## src/rtl/alu_pkg.sv

```systemverilog
// Shared ALU definitions: op-code enum (also used by the ALU controller),
// execute-stage FSM states and the shift-op classifier.
package alu_pkg;

  localparam int unsigned OP_W = 4;

  typedef enum logic [OP_W-1:0] {
    OP_AND  = 4'b0000,
    OP_OR   = 4'b0001,
    OP_ADD  = 4'b0010,
    OP_SUB  = 4'b0011,
    OP_SLL  = 4'b0100,
    OP_SLT  = 4'b0101,
    OP_XOR  = 4'b0110,
    OP_SRL  = 4'b0111,
    OP_SRA  = 4'b1000,
    OP_NOR  = 4'b1001,
    OP_BEQ  = 4'b1010,
    OP_BNE  = 4'b1011,
    OP_SLTU = 4'b1100
  } alu_op_e;

  typedef enum logic [1:0] {
    ST_IDLE  = 2'd0,
    ST_SHIFT = 2'd1,
    ST_DONE  = 2'd2
  } alu_state_e;

  // True for the ops that run through the iterative shifter.
  function automatic logic is_shift(alu_op_e op);
    return (op == OP_SLL) || (op == OP_SRL) || (op == OP_SRA);
  endfunction

endpackage

```

## src/rtl/alu_comb.sv

```systemverilog
// Single-cycle combinational datapath for every non-shift op.
// Ports:
//   i_op        op code (undefined codes give result 0, branch 0)
//   i_a, i_b    operands
//   o_result_c  op result (shift ops also return 0 here)
//   o_branch_c  branch condition, only set for BEQ/BNE
module alu_comb
  import alu_pkg::*;
#(
  parameter int unsigned DATA_WIDTH = 32
) (
  input  alu_op_e               i_op,
  input  logic [DATA_WIDTH-1:0] i_a,
  input  logic [DATA_WIDTH-1:0] i_b,
  output logic [DATA_WIDTH-1:0] o_result_c,
  output logic                  o_branch_c
);

  logic w_lt_s;
  logic w_lt_u;
  logic w_eq;

  assign w_lt_s = $signed(i_a) < $signed(i_b);
  assign w_lt_u = i_a < i_b;
  assign w_eq   = i_a == i_b;

  // Op decode; shift and undefined codes fall through to zero.
  always_comb begin
    o_result_c = '0;
    o_branch_c = 1'b0;
    case (i_op)
      OP_AND:  o_result_c = i_a & i_b;
      OP_OR:   o_result_c = i_a | i_b;
      OP_ADD:  o_result_c = i_a + i_b;
      OP_SUB:  o_result_c = i_a - i_b;
      OP_XOR:  o_result_c = i_a ^ i_b;
      OP_NOR:  o_result_c = ~(i_a | i_b);
      OP_SLT:  o_result_c = DATA_WIDTH'(w_lt_s);
      OP_SLTU: o_result_c = DATA_WIDTH'(w_lt_u);
      OP_BEQ: begin
        o_result_c = i_a - i_b;
        o_branch_c = w_eq;
      end
      OP_BNE: begin
        o_result_c = i_a - i_b;
        o_branch_c = ~w_eq;
      end
      default: begin
        o_result_c = '0;
        o_branch_c = 1'b0;
      end
    endcase
  end

endmodule

```

## src/rtl/alu_iter_exec.sv

```systemverilog
// Execute-stage ALU with single-cycle logic/arith/compare/branch ops and an
// iterative one-bit-per-cycle shifter, valid/ready on both sides.
// Ports:
//   clk, rst_n            clock, synchronous active-low reset
//   in_valid / in_ready   upstream handshake (accept = in_valid & in_ready)
//   Operation, SrcA, SrcB op code and operands, captured at accept
//   out_valid / out_ready downstream handshake
//   ALUResult, Zero       registered result and its zero flag
//   Branch                registered branch condition (BEQ/BNE)
module alu_iter_exec
  import alu_pkg::*;
#(
  parameter int unsigned DATA_WIDTH = 32,
  parameter int unsigned SHAMT_W    = $clog2(DATA_WIDTH)
) (
  input  logic                  clk,
  input  logic                  rst_n,
  input  logic                  in_valid,
  output logic                  in_ready,
  input  logic [3:0]            Operation,
  input  logic [DATA_WIDTH-1:0] SrcA,
  input  logic [DATA_WIDTH-1:0] SrcB,
  output logic                  out_valid,
  input  logic                  out_ready,
  output logic [DATA_WIDTH-1:0] ALUResult,
  output logic                  Zero,
  output logic                  Branch
);

  alu_state_e            r_state;
  alu_state_e            w_state_nxt;
  alu_op_e               r_op;
  logic [DATA_WIDTH-1:0] r_work;
  logic [SHAMT_W-1:0]    r_cnt;
  logic                  r_out_valid;
  logic [DATA_WIDTH-1:0] r_result;
  logic                  r_zero;
  logic                  r_branch;

  alu_op_e               w_op;
  logic [SHAMT_W-1:0]    w_shamt;
  logic                  w_is_shift;
  logic                  w_shift_start;
  logic                  w_in_ready;
  logic                  w_accept;
  logic                  w_last_shift;
  logic [DATA_WIDTH-1:0] w_comb_result;
  logic                  w_comb_branch;
  logic [DATA_WIDTH-1:0] w_load;
  logic [DATA_WIDTH-1:0] w_work_shifted;

  assign w_op          = alu_op_e'(Operation);
  assign w_shamt       = SrcB[SHAMT_W-1:0];
  assign w_is_shift    = is_shift(w_op);
  assign w_shift_start = w_is_shift && (w_shamt != '0);
  assign w_last_shift  = (r_cnt == SHAMT_W'(1));

  alu_comb #(
    .DATA_WIDTH(DATA_WIDTH)
  ) u_alu_comb (
    .i_op      (w_op),
    .i_a       (SrcA),
    .i_b       (SrcB),
    .o_result_c(w_comb_result),
    .o_branch_c(w_comb_branch)
  );

  // A zero-amount shift completes immediately with SrcA unchanged.
  assign w_load = w_is_shift ? SrcA : w_comb_result;

  // One-bit step of the working register for the captured shift op.
  always_comb begin
    w_work_shifted = r_work;
    case (r_op)
      OP_SLL:  w_work_shifted = {r_work[DATA_WIDTH-2:0], 1'b0};
      OP_SRL:  w_work_shifted = {1'b0, r_work[DATA_WIDTH-1:1]};
      default: w_work_shifted = {r_work[DATA_WIDTH-1], r_work[DATA_WIDTH-1:1]};
    endcase
  end

  // State register.
  always_ff @(posedge clk) begin
    if (!rst_n) begin
      r_state <= ST_IDLE;
    end else begin
      r_state <= w_state_nxt;
    end
  end

  // Next-state and handshake decode; an accept in IDLE or DONE wins.
  always_comb begin
    w_state_nxt = r_state;
    w_in_ready  = 1'b0;
    w_accept    = 1'b0;
    case (r_state)
      ST_IDLE: w_in_ready = 1'b1;
      ST_SHIFT: begin
        if (w_last_shift) w_state_nxt = ST_DONE;
      end
      ST_DONE: begin
        w_in_ready = out_ready;
        if (out_ready) w_state_nxt = ST_IDLE;
      end
      default: w_state_nxt = ST_IDLE;
    endcase
    w_accept = in_valid & w_in_ready;
    if (w_accept) w_state_nxt = w_shift_start ? ST_SHIFT : ST_DONE;
  end

  // Working shifter, counter and output registers.
  always_ff @(posedge clk) begin
    if (!rst_n) begin
      r_op        <= OP_AND;
      r_work      <= '0;
      r_cnt       <= '0;
      r_out_valid <= 1'b0;
      r_result    <= '0;
      r_zero      <= 1'b0;
      r_branch    <= 1'b0;
    end else if (w_accept) begin
      if (w_shift_start) begin
        r_op        <= w_op;
        r_work      <= SrcA;
        r_cnt       <= w_shamt;
        r_out_valid <= 1'b0;
      end else begin
        r_result    <= w_load;
        r_zero      <= (w_load == '0);
        r_branch    <= w_comb_branch;
        r_out_valid <= 1'b1;
      end
    end else if (r_state == ST_SHIFT) begin
      r_work <= w_work_shifted;
      r_cnt  <= r_cnt - SHAMT_W'(1);
      if (w_last_shift) begin
        r_result    <= w_work_shifted;
        r_zero      <= (w_work_shifted == '0);
        r_branch    <= 1'b0;
        r_out_valid <= 1'b1;
      end
    end else if ((r_state == ST_DONE) && out_ready) begin
      r_out_valid <= 1'b0;
    end
  end

  assign in_ready  = w_in_ready;
  assign out_valid = r_out_valid;
  assign ALUResult = r_result;
  assign Zero      = r_zero;
  assign Branch    = r_branch;

endmodule

```

## config.mk

```make
export PLATFORM = sky130hd
export DESIGN_NAME = alu_iter_exec
export DESIGN_NICKNAME = d
export VERILOG_FILES = /design/src/rtl/alu_pkg.sv /design/src/rtl/alu_comb.sv /design/src/rtl/alu_iter_exec.sv
export SDC_FILE = /design/constraint.sdc
export NUM_CORES = 1
export LEC_CHECK = 0
export ABC_AREA = 0
export BUFFER_PORTS_ARGS = -buffer_cell sky130_fd_sc_hd__buf_4
export CAP_MARGIN = 20
export CORE_ASPECT_RATIO = 0.75
export CORE_UTILIZATION = 45
export CTS_CLUSTER_SIZE = 40
export DETAILED_ROUTE_END_ITERATION = 6
export PLACE_DENSITY_LB_ADDON = 0.1
export SLEW_MARGIN = 5
export SYNTH_ARGS = -nofsm -noshare
export SYNTH_HDL_FRONTEND = slang
export SYNTH_SLANG_ARGS = --single-unit
```

## constraint.sdc

```tcl
create_clock -name clk -period 3.7 [get_ports clk]
set_input_delay 0.37 -clock clk [delete_from_list [all_inputs] [get_ports clk]]
set_output_delay 0.37 -clock clk [all_outputs]
set_load 0.03 [all_outputs]
```

## Yosys cells after proc, flatten, opt, wreduce, memory -nomap -nowiden

Cells that the tools add are included.

| storage, ports and cells | value |
|---|---|
| memories kept | 0 |
| latch bits | 0 |
| memory bits (writable) | 0 |
| bits in read-only memories | 0 |
| input bits | 72 |
| register bits after elaboration | 78 |
| output and inout bits | 36 |
| logic and storage cells | 93 |

| operators by class | value |
|---|---|
| add/sub/neg operators | 3 |
| eq/ne operators | 23 |
| bitwise operators | 6 |
| shift operators | 0 |
| muxes and demuxes | 33 |
| magnitude comparators | 2 |
| multipliers | 0 |
| div/mod/pow operators | 0 |
| reduce and logical (&&, ||, !) cells | 18 |

Operator list:

| kind | number |
|---|---|
| $mux 32 | 8 |
| $pmux 32 s8 | 1 |
| $logic_not 32->1 | 2 |
| $lt 32x32->1 | 2 |
| $pmux 32 s2 | 1 |
| $add 32x32->32 | 1 |
| $and 32x32->32 | 1 |
| $eq 32x32->1 | 1 |
| $not 32->32 | 1 |
| $or 32x32->32 | 1 |
| $sub 32x32->32 | 1 |
| $xor 32x32->32 | 1 |
| $eq 4x3->1 const B | 6 |
| $eq 4x4->1 const B | 5 |
| $mux 5 | 3 |
| $mux 1 | 13 |
| $eq 4x2->1 const B | 2 |
| $mux 2 | 4 |
| $ne 2x2->1 const B | 3 |
| $ne 3x3->1 const B | 2 |
| $pmux 2 s3 | 1 |
| $reduce_and 2->1 | 3 |
| $reduce_and 3->1 | 2 |
| $eq 5x1->1 const B | 1 |
| 15 further kinds | 19 |

## Depth between registers and ports, before layout

| depth | value |
|---|---|
| depth after elaboration | 7 |
| gate-level depth with buffers | 15 |
| depth with buffers taken out | 15 |

## Cells and area by module

A second synthesis with hierarchy kept.

| unflattened totals | value |
|---|---|
| cell total of the unflattened synthesis | 1550 |
| area, all modules | 10717.8 µm² |

By module, submodules not included:

| module | cells each | instances | area an instance (µm²) | seq. area each (µm²) |
|---|---|---|---|---|
| alu_comb | 811 | 1 | 5380.2 | 0.0 |
| alu_iter_exec | 739 | 1 | 5337.6 | 1561.5 |

## Worst setup path after synthesis

Ideal clock, no wire load.

| path | value |
|---|---|
| path kind | in2reg |
| start | input port SrcA[0] |
| end | register r_zero, in the netlist Zero |
| stages on the path | 14 |
| setup slack | 425 ps |
| path buffers | 0 |
| data arrival time | 3158 ps |
| setup time | 116 ps |
| required time | 3584 ps |
| path through | ha_1 inv_1 fa_1 and3b_1 o21ai_1 o31ai_2 o21ai_1 o311ai_1 nand2_1 a311oi_1 nand2_1 a21oi_1 nor2_1 a41o_1 |

| on the way | value |
|---|---|
| word-level cells in the longest chain between the ends | 7 |
| elaborated cells between the ends (all ways) | 13 |
| classes of those cells | add/sub: 2; order compare: 2; mux: 4; bitwise: 4; reduce/logical: 1 |

Ends and longest elaborated chain:

| element | line | RTL |
|---|---|---|
| start: declaration | alu_iter_exec.sv:21 | `input logic [DATA_WIDTH-1:0] SrcA,` |
| branches (longest 3 deep; another with $sub 32x32->32) | -- |  |
| $mux 32 (*) | alu_iter_exec.sv:69 | `assign w_load = w_is_shift ? SrcA : w_comb_result;` |
| $logic_not 32->1 (*) | alu_iter_exec.sv:128 | `r_zero <= (w_load == '0);` |
| $mux 1 (*) | alu_iter_exec.sv:121 | `if (w_shift_start) begin` |
| $mux 1 (*) | alu_iter_exec.sv:120 | `end else if (w_accept) begin` |
| end signal: assignment | alu_iter_exec.sv:128 |  |
| end signal: assignment | alu_iter_exec.sv:137 | `r_zero <= (w_work_shifted == '0);` |
| end: declaration | alu_iter_exec.sv:37 | `logic r_zero;` |

Mark *: on every way between the ends. The select of a mux whose other input is x is not followed.
A chain may end at the register's enable or synchronous reset.

## Worst setup path in the final report

| path | value |
|---|---|
| start | input port SrcA[16] |
| end | register r_zero, in the netlist Zero |

Same word-level chain as after synthesis.

==> run_results.csv <==
group,metric,value,unit
run_status,outcome,"finished, final reports clean",
pwr,pwr-share-seq,25.2,%
sta,period_share,95.4,%
setup_path,crit_chain,"buf_4 > inv_1 > ha_1 > inv_1 > a21oi_1 > o31ai_1 > nor4_2 > nor2_1 > a221o_1 > o21a_1 > nor4_2 > nand4b_1 > nor4_1 > a41o_1",
setup_path,worst-path-max-fanout,8,
setup_path,slowest_stage,"nor4_2",
pwr,p_sw_share,41.3,%
cts,cts_buffers,9,
setup_path,r2r_cells,11,
final_layout,antenna_cells,0,
synth,syn_area,0.0102,mm2
setup_path,crit_arrival,3.81,ns
cts,tritoncts,"built",
final_layout,num-fill-cells,2202,
route,vias_per_cell,6.26,
sta,hold_slack,0.275,ns
global_route,grt_busiest_layer,"met2",
pwr,peakVddDrop,0.000283,V
global_route,grt.total_usage,38.2,%
cts,cts-root-buf,"clkbuf_16",
sta,slew_violations,0,
global_route,grt_pass1_wl,68.2,mm
final_layout,ff_latch_area,0.00156,mm2
synth,synth_nets,1668,
global_route,met3_usage,6.72,%
final_layout,multi_input_area,0.00781,mm2
setup_path,critPathCaptureType,"flip-flop",
sta,final-hold-violation-count,0,
floorplan,num_io_pins,108,
synth,yosys_warnings,0,
cts,clock_sinks,78,
setup_path,reg2reg_from,"r_cnt[0]",
route,route.detailed.drc,0,
global_route,gr-total-overflow,0,
pwr,p_comb_share,50.9,%
synth,dominantRegCellSynth,"dfxtp_1",
worst_hold_path,hold_path.class,"input pin to flip-flop",
synth,synth-edff-count,0,
route,drtIter0Drc,1505,
sta,layout_min_cycle_time,3.53,ns
synth,yosysMostFrequentCell,"nand2_1",
final_layout,final_cells,2011,
pwr,power.share.clock,23.9,%
setup_path,endpoint,"Zero",
setup_path,reg2reg_to,"Zero",
sta,fmax,283,MHz
route,wl_per_cell,22.4,um
flow_run,maxCapViolations,0,
setup_path,ff2ff_setup_slack,0.56,ns
pwr,switchingPower,0.00154,W
floorplan,rows,47,
synth,ys_types,88,
route,vias,12600,
place,post-place-cells,1995,
setup_path,cp.required,3.98,ns
floorplan,die_y,132,um
sta,setup_viol,0,
cts,cts_hold_buf,0,
synth,synth_top_area_share,15.3,%
place,numPortBuffers,107,
synth,ys_seq_area_share,15.3,%
global_route,grt_pass1_vias,11500,
sta,fin_worst_skew,0.00734,ns
global_route,grt_max_degree,80,
pwr,p_leak,5.72,nW
synth,syn_inst,1493,
synth,ys_seq_elements,78,
pwr,cellPowerDensity,290,mW/mm2
route,drt_first_pass_iters,6,
synth,synth_area_leader_cell,"dfxtp_1",
setup_path,critPathLaunch,"SrcA[16]",
setup_path,worstSetupPathType,"input pin to flip-flop",
final_layout,fin_nets,1887,
cts,clkLatencyLatePin,0.34,ns
floorplan,start_util,46.0,%
global_route,grtUsageMet1,54.5,%
route,routed_wl,45.1,mm
sta,grt_setup_unrepaired,"false",
global_route,antenna_found_initial,0,
synth,synthArstFlopShare,0,%
cts,ctsResizeCount,0,
place,hpwl,35.5,mm
place,place.gp.congestion,1.02,
final_layout,syn_to_final_growth,26.1,%
floorplan,core_area,0.0222,mm2
setup_path,start_kind,"input pin",
sta,worst_slew_pin_slew,1.11,ns
pwr,p_int,0.00219,W
cts,cts_setup_buffers,0,
synth,yosys-top-cells-area,"dfxtp_1 15%, ha_1 12%, a21oi_1 8.0%",
cts,clk_path_buf_depth,2,
synth,synth.cells.most_frequent,"185 x nand2_1, 162 x a21oi_1, 113 x inv_1, 113 x nor2_1, 101 x ha_1",
synth,synth.avg_cell_area,6.83,um2
cts,clk_pin_slew_worst_paths,0.06,ns
route,detail-route-antenna-nets,0,
global_route,grtUsageMet2,57.5,%
setup_path,cpPeakStageDelay,0.57,ns
floorplan,dieArea,0.0233,mm2
final_layout,drive_gt1_share,21.0,%
sta,max_slew_margin,25.6,%
floorplan,die_w,176,um
cts,cts_htree_levels,3,
-- routing by layer --
layer	routed length, um	share of wire, %	vias up
met3	4440	9.8	83
met5	0	0	-
met1	19900	44	5945
li1	-	-	5884
met4	1540	3.4	0
met2	19200	43	683
-- logic make-up after synthesis --
logic type | synth area share [%]
XOR/XNOR | 3.09
flip-flops | 15.3
adder cells (fa/ha/maj) | 12.8
AND/OR/NAND/NOR | 24.5
multiplexers | 2.17
AO/OA/AOI/OAI | 33.7
buffers and inverters | 8.47
-- through the flow --
| stage | util, % | area (um2) | setup WS, ns | power [W] | setup TNS, ns |
|---|---|---|---|---|---|
| after floorplan | - | 10200 | 0.425 | 0.00199 | 0 |
| after global placement | 56.6 | 12500 | -0.147 | 0.00279 | -0.224 |
| after detailed placement | 56.6 | 12500 | -0.179 | 0.00279 | -0.295 |
| after CTS | 57.9 | 12800 | 0.130 | 0.00368 | 0 |
| after global routing | 58.0 | 12900 | 0.00949 | 0.00391 | 0 |
| final | 58.0 | 12900 | 0.170 | 0.00373 | 0 |
-- sequential cells by signal, summed over array words and instances, names as in the netlist --
signal / flops
ALUResult: 32
r_op: 4
r_cnt: 5
r_state: 2
Branch: 1
Zero: 1
out_valid: 1
r_work: 32
-- power groups by stage --
| stage | logic [W] | clock network, W | registers, W |
|---|---|---|---|
| 6_report | 0.00190 | 0.000891 | 0.000941 |
| 5_1_grt | 0.00203 | 0.000935 | 0.000945 |
| 4_1_cts | 0.00185 | 0.000896 | 0.000938 |
| 3_5_place_dp | 0.00184 | 0 | 0.000956 |
| 3_3_place_gp | 0.00184 | 0 | 0.000954 |
| 2_1_floorplan | 0.000984 | 0 | 0.00100 |
-- worst min path at each step --
stage	startpoint	end	slack, ns	depth (start not counted)
final	rst_n	ALUResult[28]	0.28	2
after global routing	rst_n	ALUResult[28]	0.28	2
after CTS	rst_n	ALUResult[28]	0.27	2
after detailed placement	ALUResult[18]	ALUResult[18]	0.44	2
after global placement	ALUResult[16]	ALUResult[16]	0.44	2
after floorplan	r_work[29]	r_work[29]	0.44	2
-- final cells by class --
type	instances	share of cell area, %
timing repair buffer	312	18.7
clock buffer	13	1.95
clock inverter	3	0.341
tap	294	2.86
sequential	78	12.1
inverter	113	3.30
multi-input combinational	1198	60.7
-- placed cells by master, fill, tap and decap left out, types with 8 or more instances in the layout --
cell       instances
nor2_1           113
clkbuf_16          9
and2_1            14
a31oi_1           11
nand4_1           17
a21o_1            11
a211o_1           10
inv_1            112
o31ai_1           11
ha_1             101
xor2_1            14
nor3_1            30
buf_4            307
nor4_1            19
o21bai_1          12
a22oi_1           27
a211oi_1          25
o22ai_1           11
o211ai_1          62
a21oi_1          161
xnor2_1           22
o21ai_1            9
nand3_1           53
or3_1              8
mux2i_1           21
o21ai_0           70
nand2b_1          11
dfxtp_1           78
nor2b_1           14
nand2_1          184
and3_1             9
-- critical path, delay by kind of cell --
kind / cells / cell delay [ns]
AOI/OAI and AO/OA: 5 / 1.21
adders and majority gates: 1 / 0.41
and+or+nand+nor: 5 / 1.51
buffers and inverters: 3 / 0.31
Power figures use the tool's default switching activity.
